[src/rtl/pin_out_serializer.sv]
// Parallel-to-serial feeder for an SDR clock-enabled pad output register.
// Optional even-parity bit is appended when PIN_OUT_SER_PARITY_EN is defined.
//
// state   | meaning
// S_IDLE  | no word in flight, ser_d parked at IDLE_LEVEL, ready for a word
// S_SHIFT | word in flight, each bit held for period_q+1 cycles
module pin_out_serializer #(
    parameter int   WIDTH      = 8,
    parameter int   DIV_W      = 8,
    parameter bit   MSB_FIRST  = 1'b1,
    parameter logic IDLE_LEVEL = 1'b1
) (
    input  logic             clk,
    input  logic             resetn,
    input  logic [WIDTH-1:0] in_data,
    input  logic             in_valid,
    output logic             in_ready,
    input  logic [DIV_W-1:0] div,
    output logic             ser_d,
    output logic             ser_sp,
    output logic             busy,
    output logic             last_bit
);

    localparam int CNT_W = $clog2(WIDTH + 1);
`ifdef PIN_OUT_SER_PARITY_EN
    localparam int LAST_IDX = WIDTH;
`else
    localparam int LAST_IDX = WIDTH - 1;
`endif
    localparam logic [CNT_W-1:0] FINAL    = CNT_W'(LAST_IDX);
    localparam logic [CNT_W-1:0] DATA_END = CNT_W'(WIDTH - 1);

    typedef enum logic {S_IDLE, S_SHIFT} state_t;

    state_t             state_q, state_d;
    logic [WIDTH-1:0]   shreg_q, shreg_d;
    logic [CNT_W-1:0]   bit_cnt_q, bit_cnt_d;
    logic [DIV_W-1:0]   div_cnt_q, div_cnt_d;
    logic [DIV_W-1:0]   period_q, period_d;
    logic               ser_d_q, ser_d_d;
    logic               ser_sp_q, ser_sp_d;
    logic               accept;
    logic               next_bit;
`ifdef PIN_OUT_SER_PARITY_EN
    logic               parity_q, parity_d;
`endif

    always_ff @(posedge clk or negedge resetn) begin
        if (!resetn) begin
            state_q   <= S_IDLE;
            shreg_q   <= '0;
            bit_cnt_q <= '0;
            div_cnt_q <= '0;
            period_q  <= '0;
            ser_d_q   <= IDLE_LEVEL;
            ser_sp_q  <= 1'b0;
`ifdef PIN_OUT_SER_PARITY_EN
            parity_q  <= 1'b0;
`endif
        end else begin
            state_q   <= state_d;
            shreg_q   <= shreg_d;
            bit_cnt_q <= bit_cnt_d;
            div_cnt_q <= div_cnt_d;
            period_q  <= period_d;
            ser_d_q   <= ser_d_d;
            ser_sp_q  <= ser_sp_d;
`ifdef PIN_OUT_SER_PARITY_EN
            parity_q  <= parity_d;
`endif
        end
    end

    assign accept = in_valid & in_ready;

    // Next bit comes from the shifter; after the last data bit it is the parity bit.
    always_comb begin
        next_bit = MSB_FIRST ? shreg_q[WIDTH-2] : shreg_q[1];
`ifdef PIN_OUT_SER_PARITY_EN
        if (bit_cnt_q == DATA_END) next_bit = parity_q;
`endif
    end

    always_comb begin
        state_d   = state_q;
        shreg_d   = shreg_q;
        bit_cnt_d = bit_cnt_q;
        div_cnt_d = div_cnt_q;
        period_d  = period_q;
        ser_d_d   = ser_d_q;
        ser_sp_d  = 1'b0;
`ifdef PIN_OUT_SER_PARITY_EN
        parity_d  = parity_q;
`endif
        if (accept) begin
            state_d   = S_SHIFT;
            shreg_d   = in_data;
            period_d  = div;
            div_cnt_d = div;
            bit_cnt_d = '0;
            ser_d_d   = MSB_FIRST ? in_data[WIDTH-1] : in_data[0];
            ser_sp_d  = 1'b1;
`ifdef PIN_OUT_SER_PARITY_EN
            parity_d  = ^in_data;
`endif
        end else if (state_q == S_SHIFT) begin
            if (div_cnt_q != '0) begin
                div_cnt_d = div_cnt_q - DIV_W'(1);
            end else if (bit_cnt_q != FINAL) begin
                shreg_d   = MSB_FIRST ? (shreg_q << 1) : (shreg_q >> 1);
                ser_d_d   = next_bit;
                ser_sp_d  = 1'b1;
                div_cnt_d = period_q;
                bit_cnt_d = bit_cnt_q + CNT_W'(1);
            end else begin
                // Word done with nothing queued: one pulse parks the pad at idle.
                state_d  = S_IDLE;
                ser_d_d  = IDLE_LEVEL;
                ser_sp_d = 1'b1;
            end
        end
    end

    always_comb begin
        busy     = (state_q == S_SHIFT);
        last_bit = busy && (bit_cnt_q == FINAL);
        in_ready = (state_q == S_IDLE) || (last_bit && (div_cnt_q == '0));
        ser_d    = ser_d_q;
        ser_sp   = ser_sp_q;
    end

    // DATA_END is only consulted when parity is built in.
    logic unused_ok;
    assign unused_ok = ^DATA_END;

endmodule

[config.mk]
export PLATFORM = sky130hd
export DESIGN_NAME = pin_out_serializer
export DESIGN_NICKNAME = d
export VERILOG_FILES = /design/src/rtl/pin_out_serializer.sv
export SDC_FILE = /design/constraint.sdc
export NUM_CORES = 1
export LEC_CHECK = 0
export ABC_AREA = 1
export CAP_MARGIN = 20
export CELL_PAD_IN_SITES_DETAIL_PLACEMENT = 1
export CELL_PAD_IN_SITES_GLOBAL_PLACEMENT = 1
export CORE_MARGIN = 4
export CORE_UTILIZATION = 45
export CTS_BUF_LIST = sky130_fd_sc_hd__clkbuf_4
export DETAILED_ROUTE_END_ITERATION = 7
export MAX_ROUTING_LAYER = met4
export PLACE_DENSITY_LB_ADDON = 0.1
export SYNTH_ARGS = -nofsm -noshare
export SYNTH_HDL_FRONTEND = slang
export SYNTH_SLANG_ARGS = --single-unit
[constraint.sdc]
create_clock -name clk -period 4 [get_ports clk]
set_clock_uncertainty 0.1 [all_clocks]
set_input_delay 0.8 -clock clk [delete_from_list [all_inputs] [get_ports clk]]
set_output_delay 0.8 -clock clk [all_outputs]
set_load 0.02 [all_outputs]
Yosys cells after proc, flatten, opt, wreduce, memory -nomap -nowiden
Cells that the tools add are included.
Storage, ports and cells
  bits in registers: 30
Operators by class
  $add $sub $neg: 2
  equality and inequality tests: 3
  mux-type cells: 23
  bitwise operators: 2
  reduce and logical (&&, ||, !) cells: 11
Operator list (number)
  2-to-1 mux 8 bit: 4
  2-to-1 mux 7 bit: 4
  2-to-1 mux 4 bit: 4
  2-to-1 mux 1 bit: 11
  zero test 8 bit: 1
  nonzero test 8 bit: 1
  subtractor 8 x 1 -> 8 bit, second input constant: 1
  adder 4 x 1 -> 4 bit, second input constant: 1
  equality test 4 x 3 -> 1 bit, second input constant: 1
  != test 4 x 3 -> 1 bit, second input constant: 1
  AND reduction 2 bit: 2
  nonzero test 2 bit: 2
  AND reduction 3 bit: 1
  nonzero test 3 bit: 1
  logical AND 1 bit: 2
  != test 2 bit, second input constant: 1
  bitwise AND 1 bit: 1
  logical OR 1 bit: 1
  NOT 1 bit: 1

Logic depth before layout (Yosys ltp)
Gate-level depths: netlist of run 1.
  depth after elaboration: 7
  gate-level depth with buffers: 12
  mapped depth without buffers: 12

Least setup slack after synthesis of run 1
No wires, ideal clock.
  kind: reg-to-output
  from: register div_cnt_q[0]
  to: output port in_ready
  data arrival time: 1264 ps
  data required time: 3100 ps
  slack: 1836 ps
  stages on the path, launching flop included: 8
  buffers on the path: 1
  cell sequence: dfrtp_1 inv_1 ha_1 nand2_4 nor2_8 nand2_4 nand2_4 buf_8
Between the ends
  word-level cells in the longest chain between the ends: 3
RTL lines
  start, declared: RTL line 39  | logic [DIV_W-1:0] div_cnt_q, div_cnt_d;
  start signal, assigned: RTL line 65  | div_cnt_q <= div_cnt_d;
  zero test 8 bit: RTL line 128  | in_ready = (state_q == S_IDLE) || (last_bit && (div_cnt_q == '0));
  logical AND 1 bit: RTL line 128
  logical OR 1 bit: RTL line 128
  end, declared: RTL line 17  | output logic in_ready,
Every way passes these cells.

Worst setup path in the final report of run 1
Same ends and word-level chain as after synthesis.

==> out/summary.txt, run 1 <==
status -> finished, final reports clean
vias in the first global route -> 1713
area share of the largest cell type after synthesis -> 41.3%
die area -> 0.00497 mm2
Fmax achieved -> 309 MHz
leading area contributor after synthesis -> dfrtp_1
worst rel slew slack -> 71.2%
pre-CTS setup slack -> 1.15 ns
Pre-antenna DRT Iters -> 4
HP Class -> flop to flop
initial antenna violation count -> 0
Post-Synth XOR/XNOR Area -> 1.49%
adder and majority gate portion of the synthesized area -> 1.42%
synth top area cells -> dfrtp_1 41%, nand2_1 14%, inv_1 6.0%, o21ai_0 4.6%, nand3_1 4.0%
num rows -> 22
min cycle time layout -> 3.23 ns
global-route usage over all layers -> 21.9%
I/O Buffers -> 23
FF-to-FF path depth -> 9
RSZ-0062 raised after global routing -> false
Tightest Pin Transition -> 0.431 ns
grt met3 use -> 3.88%
Num CTS Buffers -> 5
hold path endpoint -> shreg_q[3]
first-pass GRT wire length -> 8140 um
Hold Vio Cnt, Final -> 0
critical path class -> flop to primary output
CTS Root Cell -> clkbuf_4
final wirelength -> 4420 um
Netlist cell types -> 30
core region area -> 0.00372 mm2
ANT cells -> 0
FF-to-FF End -> div_cnt_q[3]
Mapped Cells -> 219
vias -> 1508
most frequent cells in the layout -> 67 x nand2_1, 29 x dfrtp_1, 28 x inv_1
io pins -> 24
FF-to-FF setup slack -> 2.00 ns
Synth Area in Simple Gates -> 34.6%
post-CTS setup buffer count -> 0
post-DP HPWL -> 3370 um
Routed wire per std cell -> 15.0 um
Layout Area Growth over Synthesis -> 18.3%
Initial DRC Count -> 92
GR met1 Demand/Resource -> 24.7%
hold depth -> 2
max-slew violations -> 0
# setup viols final -> 0
post-route ant nets -> 0
register bit total from synthesis -> 30
DIE WIDTH -> 70.5 um
data required time of the worst path -> 3.10 ns
most crowded layer after global routing -> met2
Starting Density -> 47.3%
Synth Warn # -> 0
pin count of the biggest net entering global routing -> 31
startpoint class of the critical path -> flop
mux contribution to synthesized area -> 0%
post-CTS resize count -> 0
final worst-path cycle share -> 80.8%
worst hold start -> shreg_q[3]
CTS Hold Buffers Added -> 0
reg2reg start -> div_cnt_q[0]
final worst setup slack -> 0.768 ns
commonest non-fill, non-tap cell in the layout -> nand2_1
insertion delay to the later sink of the worst-skew pair -> 0.36 ns
Max IR drop VDD -> 0.154 mV
DRC -> 0
H-tree depth -> 2
Mapped Nets -> 240
height of the die -> 70.5 um
Fin Setup TNS -> 0 ns
remaining global-route overflow -> 0
CTS max path bufs -> 2
sequential area share after synthesis -> 42.7%
Max Cap Viol -> 0
largest family of logic cells by synthesized area -> simple AND/OR/NAND/NOR gates
Compound-Gate Fraction of Synth Area -> 9.74%
nets@finish -> 267
Cell Area, Synth -> 0.00176 mm2
proportion of layout cells with a drive suffix above 1 -> 12.6%
Worst EP arrival -> 2.33 ns
Routability Congestion -> 0.807
clock sink total -> 30
fill cell count -> 479
synthesized area per cell -> 8.03 um2
met2 Track Usage GR -> 37.0%
CP max FO -> 13
Pwr Density -> 278 mW/mm2
CTS tree -> done
Crit. End Element -> primary output
clock-pin slew on the worst setup and hold paths -> 0.10 ns
Pleak -> 1.09 nW
via/cell ratio -> 5.11
critical path: stages (launching register included):
cell	delay, ns
dfrtp_1	0.41
inv_1	0.12
ha_1	0.30
nand2_4	0.12
nor2_8	0.16
nand2_4	0.06
nand2_4	0.17
clkdlybuf4s50_1	0.64
how the worst max path moves through the flow:
stage | start | end | slack [ns] | depth (start not counted)
2_1_floorplan | div_cnt_q[0] | in_ready | 1.84 | 7
3_5_place_dp | div_cnt_q[0] | in_ready | 1.15 | 7
3_3_place_gp | div_cnt_q[0] | in_ready | 1.23 | 7
6_report | div_cnt_q[0] | in_ready | 0.77 | 7
5_1_grt | div_cnt_q[0] | in_ready | 0.62 | 7
4_1_cts | div_cnt_q[0] | in_ready | 0.74 | 7
cells by family after synthesis:
| group | Yosys count |
|---|---|
| AO/OA/AOI/OAI | 29 |
| XOR/XNOR | 3 |
| flip-flops | 30 |
| buffers and inverters | 34 |
| adder cells (fa/ha/maj) | 2 |
| AND/OR/NAND/NOR | 121 |
layer usage:
metal | share of wire, % | wire [um] | vias to the layer above
li1 | - | - | 743
met5 | 0 | 0 | -
met4 | 2.4 | 105 | 0
met2 | 51 | 2260 | 26
met1 | 43 | 1890 | 730
met3 | 3.6 | 159 | 9
state kept, by name, summed over array words and instances (netlist names):
name,flops
period_q,8
busy,1
div_cnt_q,8
ser_sp,1
shreg_q,7
ser_d,1
bit_cnt_q,4
cell type report:
type | count | area, um2 | share of cell area [%]
clock buffer | 5 | 37.5 | 1.80
clock inverter | 3 | 40.0 | 1.92
inverter | 30 | 121 | 5.83
multi-input combinational | 155 | 832 | 40.0
sequential | 30 | 752 | 36.1
tap | 48 | 60.1 | 2.89
timing repair buffer | 24 | 238 | 11.4
synth_stat cells:
cell	n
nor2_1	15
nand2_4	5
buf_8	1
dfrtp_1	29
inv_1	28
nor2_2	3
xor2_1	3
dfstp_2	1
nand2_2	3
o21ai_0	16
a22o_1	1
buf_12	1
nand3_2	1
nand2_1	67
nor2_8	1
o211ai_2	1
o21ai_2	1
nand4_1	2
nand3b_1	7
o21ai_4	1
clkinv_2	1
nand2_8	1
buf_4	1
buf_6	1
nor2_4	2
o21ai_1	4
ha_1	2
inv_8	1
nand3_1	14
a21oi_1	5
power breakdown:
part / switching, mW / leakage [nW] / internal [mW]
logic: 0.0122 / 0.686 / 0.0168
registers: 0 / 0.359 / 0.303
clock network: 0.117 / 0.0450 / 0.129
total: 0.129 / 1.09 / 0.449
per-stage QoR:
stage | instance area [um2] | cells | power (mW) | utilization (%) | hold WS, ns
6_report | 2080 | 295 | 0.579 | 56.0 | 0.387
5_1_grt | 2080 | 295 | 0.606 | 56.0 | 0.409
4_1_cts | 2080 | 295 | 0.583 | 56.0 | 0.392
3_5_place_dp | 2000 | 287 | 0.339 | 53.9 | 0.366
3_3_place_gp | 2000 | 287 | 0.338 | 53.9 | 0.362
2_1_floorplan | 1760 | 219 | 0.313 | - | 0.349
Power figures use the tool's default switching activity.
==> inputs of run 2 (changes only) <==
--- a/config.mk
+++ b/config.mk
@@ -10,7 +10,7 @@
 export CELL_PAD_IN_SITES_DETAIL_PLACEMENT = 1
 export CELL_PAD_IN_SITES_GLOBAL_PLACEMENT = 1
 export CORE_MARGIN = 4
-export CORE_UTILIZATION = 45
+export CORE_UTILIZATION = 38
 export CTS_BUF_LIST = sky130_fd_sc_hd__clkbuf_4
 export DETAILED_ROUTE_END_ITERATION = 7
 export MAX_ROUTING_LAYER = met4
==> constraint.sdc (replaced) <==
create_clock -name clk -period 2.9 [get_ports clk]
set_clock_uncertainty 0.1 [all_clocks]
set_input_delay 0.58 -clock clk [delete_from_list [all_inputs] [get_ports clk]]
set_output_delay 0.58 -clock clk [all_outputs]
set_load 0.02 [all_outputs]
==> out/summary.txt, run 2 (synthesis results as in run 1) <==
status -> finished, final reports clean
height of the die -> 76.0 um
global-route usage over all layers -> 17.3%
clock-pin slew on the worst setup and hold paths -> 0.09 ns
vias -> 1487
CP max FO -> 4
CTS Root Cell -> clkbuf_4
CP Buf/Inv Count -> 2
CTS max path bufs -> 2
Finished Cell Area -> 0.00209 mm2
FF-to-FF End -> period_q[7]
ANT cells -> 0
I/O Buffers -> 23
Tightest Pin Transition -> 0.413 ns
vias in the first global route -> 1561
max-slew violations -> 0
hold depth -> 2
Largest regs -> div_cnt_q (8), period_q (8), shreg_q (7)
first-pass GRT wire length -> 7720 um
FF-to-FF setup slack -> 0.86 ns
post-CTS resize count -> 0
io pins -> 24
Pleak -> 1.11 nW
startpoint class of the critical path -> flop
post-DP HPWL -> 3330 um
initial antenna violation count -> 0
Layout Area Growth over Synthesis -> 18.8%
clock sink total -> 30
Initial DRC Count -> 64
core region area -> 0.00441 mm2
Max Cap Viol -> 0
Crit. End Element -> primary output
insertion delay to the later sink of the worst-skew pair -> 0.33 ns
HP Class -> flop to flop
reg2reg start -> div_cnt_q[0]
family with the most delay on the worst path -> buffers and inverters
Fmax achieved -> 393 MHz
Max stage delay on crit path -> 0.62 ns
final wirelength -> 4490 um
Num CTS Buffers -> 5
DIE WIDTH -> 76.0 um
commonest non-fill, non-tap cell in the layout -> nand2_1
# setup viols final -> 0
pin count of the biggest net entering global routing -> 31
DRC -> 0
Fin Setup TNS -> 0 ns
min cycle time layout -> 2.55 ns
total power -> 0.710 mW
Worst EP arrival -> 1.87 ns
proportion of layout cells with a drive suffix above 1 -> 13.6%
nets@finish -> 270
hold path endpoint -> shreg_q[1]
Pre-antenna DRT Iters -> 4
data required time of the worst path -> 2.22 ns
worst rel slew slack -> 72.4%
most frequent cells in the layout -> 67 x nand2_1, 29 x dfrtp_1, 28 x inv_1
slowest cell on the critical path -> clkdlybuf4s50_1
remaining global-route overflow -> 0
Routability Congestion -> 0.771
via/cell ratio -> 4.92
Critical Path Start -> bit_cnt_q[0]
RSZ-0062 raised after global routing -> false
Starting Density -> 39.9%
Pwr Density -> 340 mW/mm2
worst hold start -> shreg_q[1]
H-tree depth -> 2
CTS Hold Buffers Added -> 0
most frequent CP cell -> nand2_1
CTS tree -> done
Routed wire per std cell -> 14.9 um
Hold Vio Cnt, Final -> 0
Max IR drop VDD -> 0.205 mV
final worst-path cycle share -> 87.8%
post-CTS setup buffer count -> 0
cell breakdown of the critical path -> ha_1, nand2_1, inv_1, nand2_1, nor2_1, clkdlybuf4s50_1
num rows -> 24
die area -> 0.00578 mm2
FF-to-FF path depth -> 11
placed instance area -> 0.00203 mm2
critical path class -> flop to primary output
post-route ant nets -> 0
run 2: stage by stage:
stage               hold slack [ns]  setup slack (ns)  util, %  std cells
floorplan                     0.184             0.956        -        219
global placement              0.365             0.465     46.0        294
detailed placement            0.374             0.407     46.0        294
CTS                           0.397            0.0188     47.2        302
global route                  0.419             0.207     47.3        302
finish                        0.391             0.354     47.3        302
run 2: worst max path at each step:
stage          endpoint  cells past startpoint
2_1_floorplan  in_ready                      7
3_3_place_gp   in_ready                      7
3_5_place_dp   in_ready                      7
4_1_cts        in_ready                      7
5_1_grt        last_bit                      6
6_report       last_bit                      6
run 2: report_power, final:
part / switching (mW) / internal (mW)
Clock: 0.151 / 0.100
Combinational: 0.0164 / 0.0240
Sequential: 0 / 0.418
run 2: layout make-up:
cell class                      count  area (um2)
Clock buffer                        6        45.0
Tap cell                           52        65.1
Inverter                           30         121
Sequential cell                    30         752
Clock inverter                      2        8.76
Timing Repair Buffer               27         263
Fill cell                         564        2320
Multi-Input combinational cell    155         835
run 2: layer usage:
metal	global-route usage [%]	vias up	share of wire (%)
met2	27.3	24	49
met5	-	-	0
met1	22.3	707	46
li1	-	751	-
met4	4.80	0	1.2
met3	4.02	5	3.3
run 2: worst register-to-register path, stage by stage, from the launching register on:
cell,delay [ns]
dfrtp_1,0.41
inv_1,0.13
ha_2,0.27
nand2_4,0.10
nor2_8,0.16
nand2_4,0.06
nand2_4,0.06
buf_4,0.22
nand2_8,0.16
inv_8,0.14
nand2_1,0.09
o21ai_0,0.07
